### src/rtl/vga_sram_responder.sv
// rtl/vga_sram_responder.sv - Wishbone slave driving an asynchronous 128Kx16 video SRAM
//
// One 16-bit word access at a time, no pipelining, programmable wait states.
// Every output is a register; the FSM computes next values combinationally.
//
// Ports:
//   clk_i, rst_i      clock, synchronous active-high reset
//   wb_adr_i[17:1]    word address from the arbiter master port
//   wb_sel_i[1:0]     byte lane selects, [1]=upper, [0]=lower
//   wb_we_i           1=write
//   wb_dat_i          write data
//   wb_dat_o          registered read data (holds between reads)
//   wb_stb_i/cyc_i    request; accepted only in IDLE with both high
//   wb_ack_o          registered one-cycle acknowledge
//   sram_addr_o       SRAM address
//   sram_dat_i/_o/_oe SRAM data pad in/out and output enable (1=drive)
//   sram_ce_n/oe_n/we_n/ub_n/lb_n  active-low SRAM strobes

module vga_sram_responder #(
    parameter int unsigned RD_WAIT = 1,
    parameter int unsigned WR_WAIT = 1
) (
    input  logic        clk_i,
    input  logic        rst_i,
    input  logic [17:1] wb_adr_i,
    input  logic [1:0]  wb_sel_i,
    input  logic        wb_we_i,
    input  logic [15:0] wb_dat_i,
    output logic [15:0] wb_dat_o,
    input  logic        wb_stb_i,
    input  logic        wb_cyc_i,
    output logic        wb_ack_o,
    output logic [16:0] sram_addr_o,
    input  logic [15:0] sram_dat_i,
    output logic [15:0] sram_dat_o,
    output logic        sram_dat_oe,
    output logic        sram_ce_n,
    output logic        sram_oe_n,
    output logic        sram_we_n,
    output logic        sram_ub_n,
    output logic        sram_lb_n
);

    typedef enum logic [2:0] {
        S_IDLE     = 3'd0,
        S_RD       = 3'd1,
        S_WR_SETUP = 3'd2,
        S_WR_PULSE = 3'd3,
        S_WR_HOLD  = 3'd4,
        S_ACK      = 3'd5
    } state_t;

    localparam logic [3:0] RD_LOAD = 4'(RD_WAIT);
    localparam logic [3:0] WR_LOAD = 4'(WR_WAIT);

    state_t      state;
    state_t      state_nxt;
    logic [3:0]  cnt;
    logic [3:0]  cnt_nxt;

    logic        ack_nxt;
    logic [15:0] rdat_nxt;
    logic [16:0] addr_nxt;
    logic [15:0] wdat_nxt;
    logic        doe_nxt;
    logic        ce_n_nxt;
    logic        oe_n_nxt;
    logic        we_n_nxt;
    logic        ub_n_nxt;
    logic        lb_n_nxt;

    logic        req;
    logic [15:0] rd_masked;

    assign req = wb_cyc_i & wb_stb_i;

    // Byte lanes whose enable is still high at capture time were not selected
    // and read back as zero.
    assign rd_masked = {sram_ub_n ? 8'h00 : sram_dat_i[15:8],
                        sram_lb_n ? 8'h00 : sram_dat_i[7:0]};

    // State and output registers
    always_ff @(posedge clk_i) begin
        if (rst_i) begin
            state       <= S_IDLE;
            cnt         <= 4'd0;
            wb_ack_o    <= 1'b0;
            wb_dat_o    <= 16'h0000;
            sram_addr_o <= 17'h00000;
            sram_dat_o  <= 16'h0000;
            sram_dat_oe <= 1'b0;
            sram_ce_n   <= 1'b1;
            sram_oe_n   <= 1'b1;
            sram_we_n   <= 1'b1;
            sram_ub_n   <= 1'b1;
            sram_lb_n   <= 1'b1;
        end else begin
            state       <= state_nxt;
            cnt         <= cnt_nxt;
            wb_ack_o    <= ack_nxt;
            wb_dat_o    <= rdat_nxt;
            sram_addr_o <= addr_nxt;
            sram_dat_o  <= wdat_nxt;
            sram_dat_oe <= doe_nxt;
            sram_ce_n   <= ce_n_nxt;
            sram_oe_n   <= oe_n_nxt;
            sram_we_n   <= we_n_nxt;
            sram_ub_n   <= ub_n_nxt;
            sram_lb_n   <= lb_n_nxt;
        end
    end

    // Next-state logic
    always_comb begin
        state_nxt = state;
        unique case (state)
            S_IDLE: begin
                if (req) begin
                    state_nxt = wb_we_i ? S_WR_SETUP : S_RD;
                end
            end
            S_RD: begin
                if (cnt == 4'd0) begin
                    state_nxt = S_ACK;
                end
            end
            S_WR_SETUP: state_nxt = S_WR_PULSE;
            S_WR_PULSE: begin
                if (cnt == 4'd0) begin
                    state_nxt = S_WR_HOLD;
                end
            end
            S_WR_HOLD:  state_nxt = S_ACK;
            S_ACK:      state_nxt = S_IDLE;
            default:    state_nxt = S_IDLE;
        endcase
    end

    // Next values of the registered outputs and the wait counter
    always_comb begin
        cnt_nxt  = cnt;
        ack_nxt  = 1'b0;
        rdat_nxt = wb_dat_o;
        addr_nxt = sram_addr_o;
        wdat_nxt = sram_dat_o;
        doe_nxt  = sram_dat_oe;
        ce_n_nxt = sram_ce_n;
        oe_n_nxt = sram_oe_n;
        we_n_nxt = sram_we_n;
        ub_n_nxt = sram_ub_n;
        lb_n_nxt = sram_lb_n;

        unique case (state)
            S_IDLE: begin
                if (req) begin
                    addr_nxt = wb_adr_i;
                    ub_n_nxt = ~wb_sel_i[1];
                    lb_n_nxt = ~wb_sel_i[0];
                    wdat_nxt = wb_dat_i;
                    ce_n_nxt = 1'b0;
                    if (wb_we_i) begin
                        doe_nxt = 1'b1;
                    end else begin
                        oe_n_nxt = 1'b0;
                        cnt_nxt  = RD_LOAD;
                    end
                end
            end
            S_RD: begin
                if (cnt != 4'd0) begin
                    cnt_nxt = cnt - 4'd1;
                end else begin
                    rdat_nxt = rd_masked;
                    ce_n_nxt = 1'b1;
                    oe_n_nxt = 1'b1;
                    ub_n_nxt = 1'b1;
                    lb_n_nxt = 1'b1;
                    ack_nxt  = 1'b1;
                end
            end
            S_WR_SETUP: begin
                // Address and data have been stable for one cycle; open the pulse.
                we_n_nxt = 1'b0;
                cnt_nxt  = WR_LOAD;
            end
            S_WR_PULSE: begin
                if (cnt != 4'd0) begin
                    cnt_nxt = cnt - 4'd1;
                end else begin
                    we_n_nxt = 1'b1;
                end
            end
            S_WR_HOLD: begin
                // Data stayed on the pad one cycle past the rising we_n edge.
                doe_nxt  = 1'b0;
                ce_n_nxt = 1'b1;
                ub_n_nxt = 1'b1;
                lb_n_nxt = 1'b1;
                ack_nxt  = 1'b1;
            end
            S_ACK: begin
                ack_nxt = 1'b0;
            end
            default: begin
                ack_nxt = 1'b0;
            end
        endcase
    end

endmodule

### config.mk
export PLATFORM = sky130hd
export DESIGN_NAME = vga_sram_responder
export DESIGN_NICKNAME = d
export VERILOG_FILES = /design/src/rtl/vga_sram_responder.sv
export SDC_FILE = /design/constraint.sdc
export NUM_CORES = 1
export LEC_CHECK = 0
export CAP_MARGIN = 15
export CORE_MARGIN = 1
export CORE_UTILIZATION = 44
export CTS_BUF_LIST = sky130_fd_sc_hd__clkbuf_8
export CTS_CLUSTER_SIZE = 40
export DETAILED_ROUTE_END_ITERATION = 10
export HOLD_SLACK_MARGIN = 0.03
export PLACE_DENSITY = 0.9
export SYNTH_ARGS = -nofsm -noshare
export SYNTH_HDL_FRONTEND = slang
export SYNTH_SLANG_ARGS = --single-unit
### constraint.sdc
create_clock -name clk_i -period 2.25 [get_ports clk_i]
set_input_delay 0.5625 -clock clk_i [delete_from_list [all_inputs] [get_ports clk_i]]
set_output_delay 0.5625 -clock clk_i [all_outputs]
set_load 0.02 [all_outputs]
Word-level counts from Yosys, hierarchy flattened
Cells that the tools add are included.
{"block": "totals", "reg_bits": 63, "output_inout_bits": 56}
{"block": "op_classes", "add_sub_neg": 1, "n_eq_ne": 12, "n_reduce_logical": 17, "bitwise": 4, "mux": 27}
{"operator": "$mux W8", "count": 2}
{"operator": "$pmux W3 S5", "count": 1}
{"operator": "$ne A2 B2 Y1 const B", "count": 7}
{"operator": "$mux W4", "count": 3}
{"operator": "$pmux W4 S3", "count": 1}
{"operator": "$mux W1", "count": 9}
{"operator": "$mux W3", "count": 3}
{"operator": "$pmux W1 S3", "count": 3}
{"operator": "$reduce_and A3 Y1", "count": 3}
{"operator": "$pmux W1 S2", "count": 4}
{"operator": "$reduce_and A4 Y1", "count": 2}
{"operator": "$eq A3 B2 Y1 const B", "count": 2}
{"operator": "$reduce_and A2 Y1", "count": 3}
{"operator": "$reduce_bool A2 Y1", "count": 3}
{"operator": "$reduce_bool A3 Y1", "count": 2}
{"operator": "$logic_not A4 Y1", "count": 1}
{"operator": "$reduce_bool A4 Y1", "count": 1}
{"operator": "$sub A4 B1 Y4 const B", "count": 1}
{"operator": "$eq A3 B1 Y1 const B", "count": 1}
{"operator": "$eq A3 B3 Y1 const B", "count": 1}
{"operator": "$logic_not A3 Y1", "count": 1}
{"operator": "$not A1 Y1", "count": 3}
{"operator": "$mux W2", "count": 1}
{"operator": "$ne A2 B1 Y1 const B", "count": 1}
{"operator": "2 further kinds", "count": 2}

Logic depth before layout (Yosys ltp)
Gate-level depths: netlist (run 1).
{"block": "depth", "word_depth": 4, "ltp_mapped": 7}

Worst setup path after synthesis (run 1)
OpenSTA, ideal clock, no wires.
{"block": "synth_timing", "kind": "register -> register", "startpoint": "register cnt[0]", "endpoint": "register sram_ce_n", "t_arrival_ps": 1681, "stages_incl_launch_ff": 6, "path_slack_ps": 447, "period_less_slack_ps": 1803, "setup_ps": 122, "t_required_ps": 2128, "cell_sequence": "dfxtp_1 -> inv_1 -> ha_1 -> or4b_1 -> a221o_1 -> a221o_1"}
{"block": "synth_via", "elab_chain_len": 3}
{"item": "from (decl)", "line_no": "58", "text": "logic [3:0] cnt;"}
{"item": "from (signal assigned)", "line_no": "99", "text": "cnt <= cnt_nxt;"}
{"item": "$reduce_bool A4 Y1", "line_no": "170", "text": "if (cnt != 4'd0) begin"}
{"item": "$ne A2 B2 Y1 (no line)"}
{"item": "$reduce_and A3 Y1 (no line)"}
{"item": "to (signal assigned)", "line_no": "105", "text": "sram_ce_n <= ce_n_nxt;"}
{"item": "to (decl)", "line_no": "37", "text": "output logic sram_ce_n,"}
Every way passes these cells.
A chain may end at the register's enable or synchronous reset.

Final worst setup path (run 1)
{"block": "layout_timing", "startpoint": "register sram_ub_n", "endpoint": "output port sram_ub_n"}
{"item": "from (decl)", "line_no": "40", "text": "output logic sram_ub_n,"}
{"item": "from (signal assigned)", "line_no": "108", "text": "sram_ub_n <= ub_n_nxt;"}
No word-level cell between the ends.

==> results of run 1 <==
through the flow:
stage	total power, mW	setup WS [ps]	util	std cells	instance area, µm²
2_1_floorplan	1.992	447.0	-	307	2610
3_3_place_gp	2.400	253.0	0.6736	470	3777
3_5_place_dp	2.429	210.3	0.6736	470	3777
4_1_cts	3.548	180.6	0.7149	486	4009
5_1_grt	3.755	127.7	0.7193	487	4034
6_report	3.569	174.5	0.7193	487	4034
cell families (layout without fill, tap and decap cells):
group | Yosys count | after routing | share of synthesized area
AOI/OAI and AO/OA | 123 | 123 | 0.2565
and+or+nand+nor | 82 | 82 | 0.1908
DFF | 63 | 63 | 0.4832
buffers and inverters | 34 | 142 | 0.04985
muxes | 3 | 3 | 0.01151
adders and majority gates | 1 | 1 | 0.004793
xor gates and xnor gates | 1 | 1 | 0.003356
cells in the mapped netlist (all sizes together) (2+ instances only):
cell	n
a221oi	2
a21oi	54
nand3b	2
or3b	2
inv	4
a211oi	2
nand2	6
nor2	6
buf	3
nand3	34
nand2b	4
nor3b	2
dfxtp	63
clkbuf	27
a31oi	6
nand4b	16
nor3	5
o21ai	50
mux2i	3
a221o	3
path summary, 6_finish.rpt:
kind	slack (ps)	depth (start not counted)	from	endpoint
setup reg to reg	260	3	state[0]$_SDFFE_PP0P_	sram_addr_o[4]$_SDFFE_PP0P_
hold reg to reg	470	2	sram_oe_n$_SDFFE_PP1P_	sram_oe_n$_SDFFE_PP1P_
setup / recovery	170	1	sram_ub_n$_SDFFE_PP1P_	sram_ub_n
hold / removal	470	2	sram_oe_n$_SDFFE_PP1P_	sram_oe_n$_SDFFE_PP1P_
metal layers:
metal / GRT usage / up-vias
li1: - / 1336
met1: 0.3013 / 1300
met2: 0.4017 / 108
met3: 0.08621 / 11
met4: 0.09091 / 0
met5: 0 / -
power by group through the flow:
stage                     registers, mW  clock network (mW)  logic [mW]
after floorplan                    1.41                   0       0.585
after global placement             1.33                   0        1.07
after detailed placement           1.34                   0        1.09
after CTS                          1.31                1.14        1.10
after global routing               1.33                1.20        1.23
final                              1.32                1.12        1.13
cells in the final DEF, fill, tap and decap left out, types with 2 or more instances in the layout:
cell,synthesis,routed
nand2b_1,4,4
clkdlybuf4s50_1,0,110
nor3_1,4,4
nor3b_2,1,2
nand4b_1,16,16
a211oi_1,2,2
nand3b_1,2,2
mux2i_1,3,3
o21ai_0,49,49
a221oi_1,2,2
a31oi_1,6,6
clkinvlp_4,0,2
nand2_1,6,6
clkbuf_8,0,11
buf_4,0,10
dfxtp_1,63,63
bufinv_16,0,2
nor2_1,6,6
inv_1,4,4
a21oi_1,54,54
a221o_1,3,3
nand3_1,34,34
layout make-up:
cell class | instances | share of cell area
sequential | 63 | 0.3127
multi-input combinational | 210 | 0.3049
inverter | 4 | 0.003722
timing repair buffer | 122 | 0.2990
tap | 72 | 0.02233
clock buffer | 11 | 0.03753
clock inverter | 5 | 0.01985
sequential cells by signal (all words and copies together) (netlist names):
| name | cells |
|---|---|
| sram_dat_oe | 1 |
| wb_ack_o | 1 |
| sram_addr_o | 17 |
| sram_ce_n | 1 |
| wb_dat_o | 16 |
| sram_oe_n | 1 |
| cnt | 4 |
| sram_lb_n | 1 |
| sram_dat_o | 16 |
| state | 3 |
| sram_ub_n | 1 |
| sram_we_n | 1 |
==> summary.txt, run 1 <==
Routing
  • First-pass DRT Iterations: 4
  • Highest metal used: met4
  • Antenna-violating nets left: 0
  • Drt wl/cell: 15.60 µm
  • # DRC: 0
  • Met1 Wirelength: 3205 µm
  • Final wirelength: 7598 µm
  • Met2 WL: 3660 µm
  • DR WL met3: 637 µm
  • Vias: 2755
  • Vias/cell: 5.657
  • DR iter-0 viols: 188

Critical path
  • Top delay family on crit path: buffers and inverters
  • CP max-delay cell: clkdlybuf4s50_1
  • WP buf/inv: 1
  • Delay of the slowest cell on the worst path: 670 ps
  • CP startpoint kind: register
  • WP data arrival: 1510 ps
  • CP Cell Sequence: clkdlybuf4s50_1
  • WP data required: 1690 ps
  • Crit. End Element: output pin
  • CP max FO: 10
  • Critical path class: reg -> out

Timing
  • Hold WS: 468.5 ps
  • FMAX: 0.4818 GHz
  • Final setup fails: 0
  • RSZ-0062 raised after global routing: no
  • Slew Viols, Final: 0
  • Worst Skew: 4.325 ps
  • Final hold violations: 0
  • Tcrit/Tclk final: 0.9224
  • Slew Limit Headroom: 0.3760
  • Setup TNS: 0 ps
  • Tightest Pin Transition: 936.0 ps
  • Fin crit period: 2075 ps

Clocking
  • TritonCTS clock tree: done
  • Setup bufs post-CTS: 0
  • Post-cts resize count: 0
  • Hold Buf Count CTS: 0
  • Worst skew pair latency: 350 ps
  • Clock tree buffer depth: 2
  • H-tree level count: 3
  • Clk sinks: 63
  • Clock root cell: clkbuf_8
  • Clk slew on worst S/H paths: 70 ps
  • Num CTS Buffers: 9

Final layout
  • Post-layout nets: 467
  • N_diodes: 0
  • Multi-input combinational cell area: 1230 µm²
  • Area grow syn2layout: 54.55%
  • Filler Cell Count: 434
  • Layout cells sized above 1: 0.07952
  • Register area: 1261 µm²

Global routing
  • Initial antenna violation count: 0
  • Largest net degree at the start of global routing: 35
  • Vias in the first global route: 2533
  • GRT overflow: 0
  • Gr usage total: 0.2476
  • Global-route wire length before repair: 12100 µm

Power and ir drop
  • Leakage power total: 1.394 nW
  • Pwr/cell area: 884.7 nW/µm²
  • Pint: 2.385 mW
  • Switching Share: 0.3317
  • Sw Pwr: 1.184 mW
  • Sequential power share: 0.369
  • Clock group share of total power: 0.313
  • Combinational share of power: 0.318
  • Peak supply drop: 577.8 µV

Outcome
  • Status: completed

Yosys
  • Post-synth EDFFs: 0
  • Synth Cell Area: 2610 µm²
  • Post-synth ARST share: 0
  • Area contributors post-synth: dfxtp_1 48%, a21oi_1 10%, o21ai_0 9.4%, nand3_1 6.5%, nand4b_1 5.4%
  • Ys Warns: 0
  • Synthesized Nets: 364
  • Post-synth top area share: 0.4832
  • Post-Syn Area per Cell: 8.502 µm²
  • Register area share after synthesis: 0.4832
  • Leading register cell type out of synthesis: dfxtp_1
  • Cells after Synth: 307
  • Synth cell types: 38
  • Synth area leader: dfxtp_1
  • Number of synthesized register bits: 63

Place
  • Gpl congestion: 0.7852
  • Dpl hpwl: 5004 µm
  • Port buffer count: 111

Worst hold path
  • Class of the worst hold path: reg -> reg

Floorplanning
  • Core ar.: 5608 µm²
  • Die Area: 6244 µm²
  • I/O Pins: 112
  • Height of the die: 79.02 µm
  • Die W: 79.02 µm
  • Initial Util: 0.4654
  • Core Rows: 27

Flow run
  • Total of max-cap violations: 0
(Power assumes the default switching activity.)
==> run 2: changes to the inputs <==
--- a/config.mk
+++ b/config.mk
@@ -9,7 +9,6 @@
 export CORE_MARGIN = 1
 export CORE_UTILIZATION = 44
 export CTS_BUF_LIST = sky130_fd_sc_hd__clkbuf_8
-export CTS_CLUSTER_SIZE = 40
 export DETAILED_ROUTE_END_ITERATION = 10
 export HOLD_SLACK_MARGIN = 0.03
 export PLACE_DENSITY = 0.9
==> results of run 2 <==
Same layout as run 1: the final DEF is identical, and so are final timing and power.
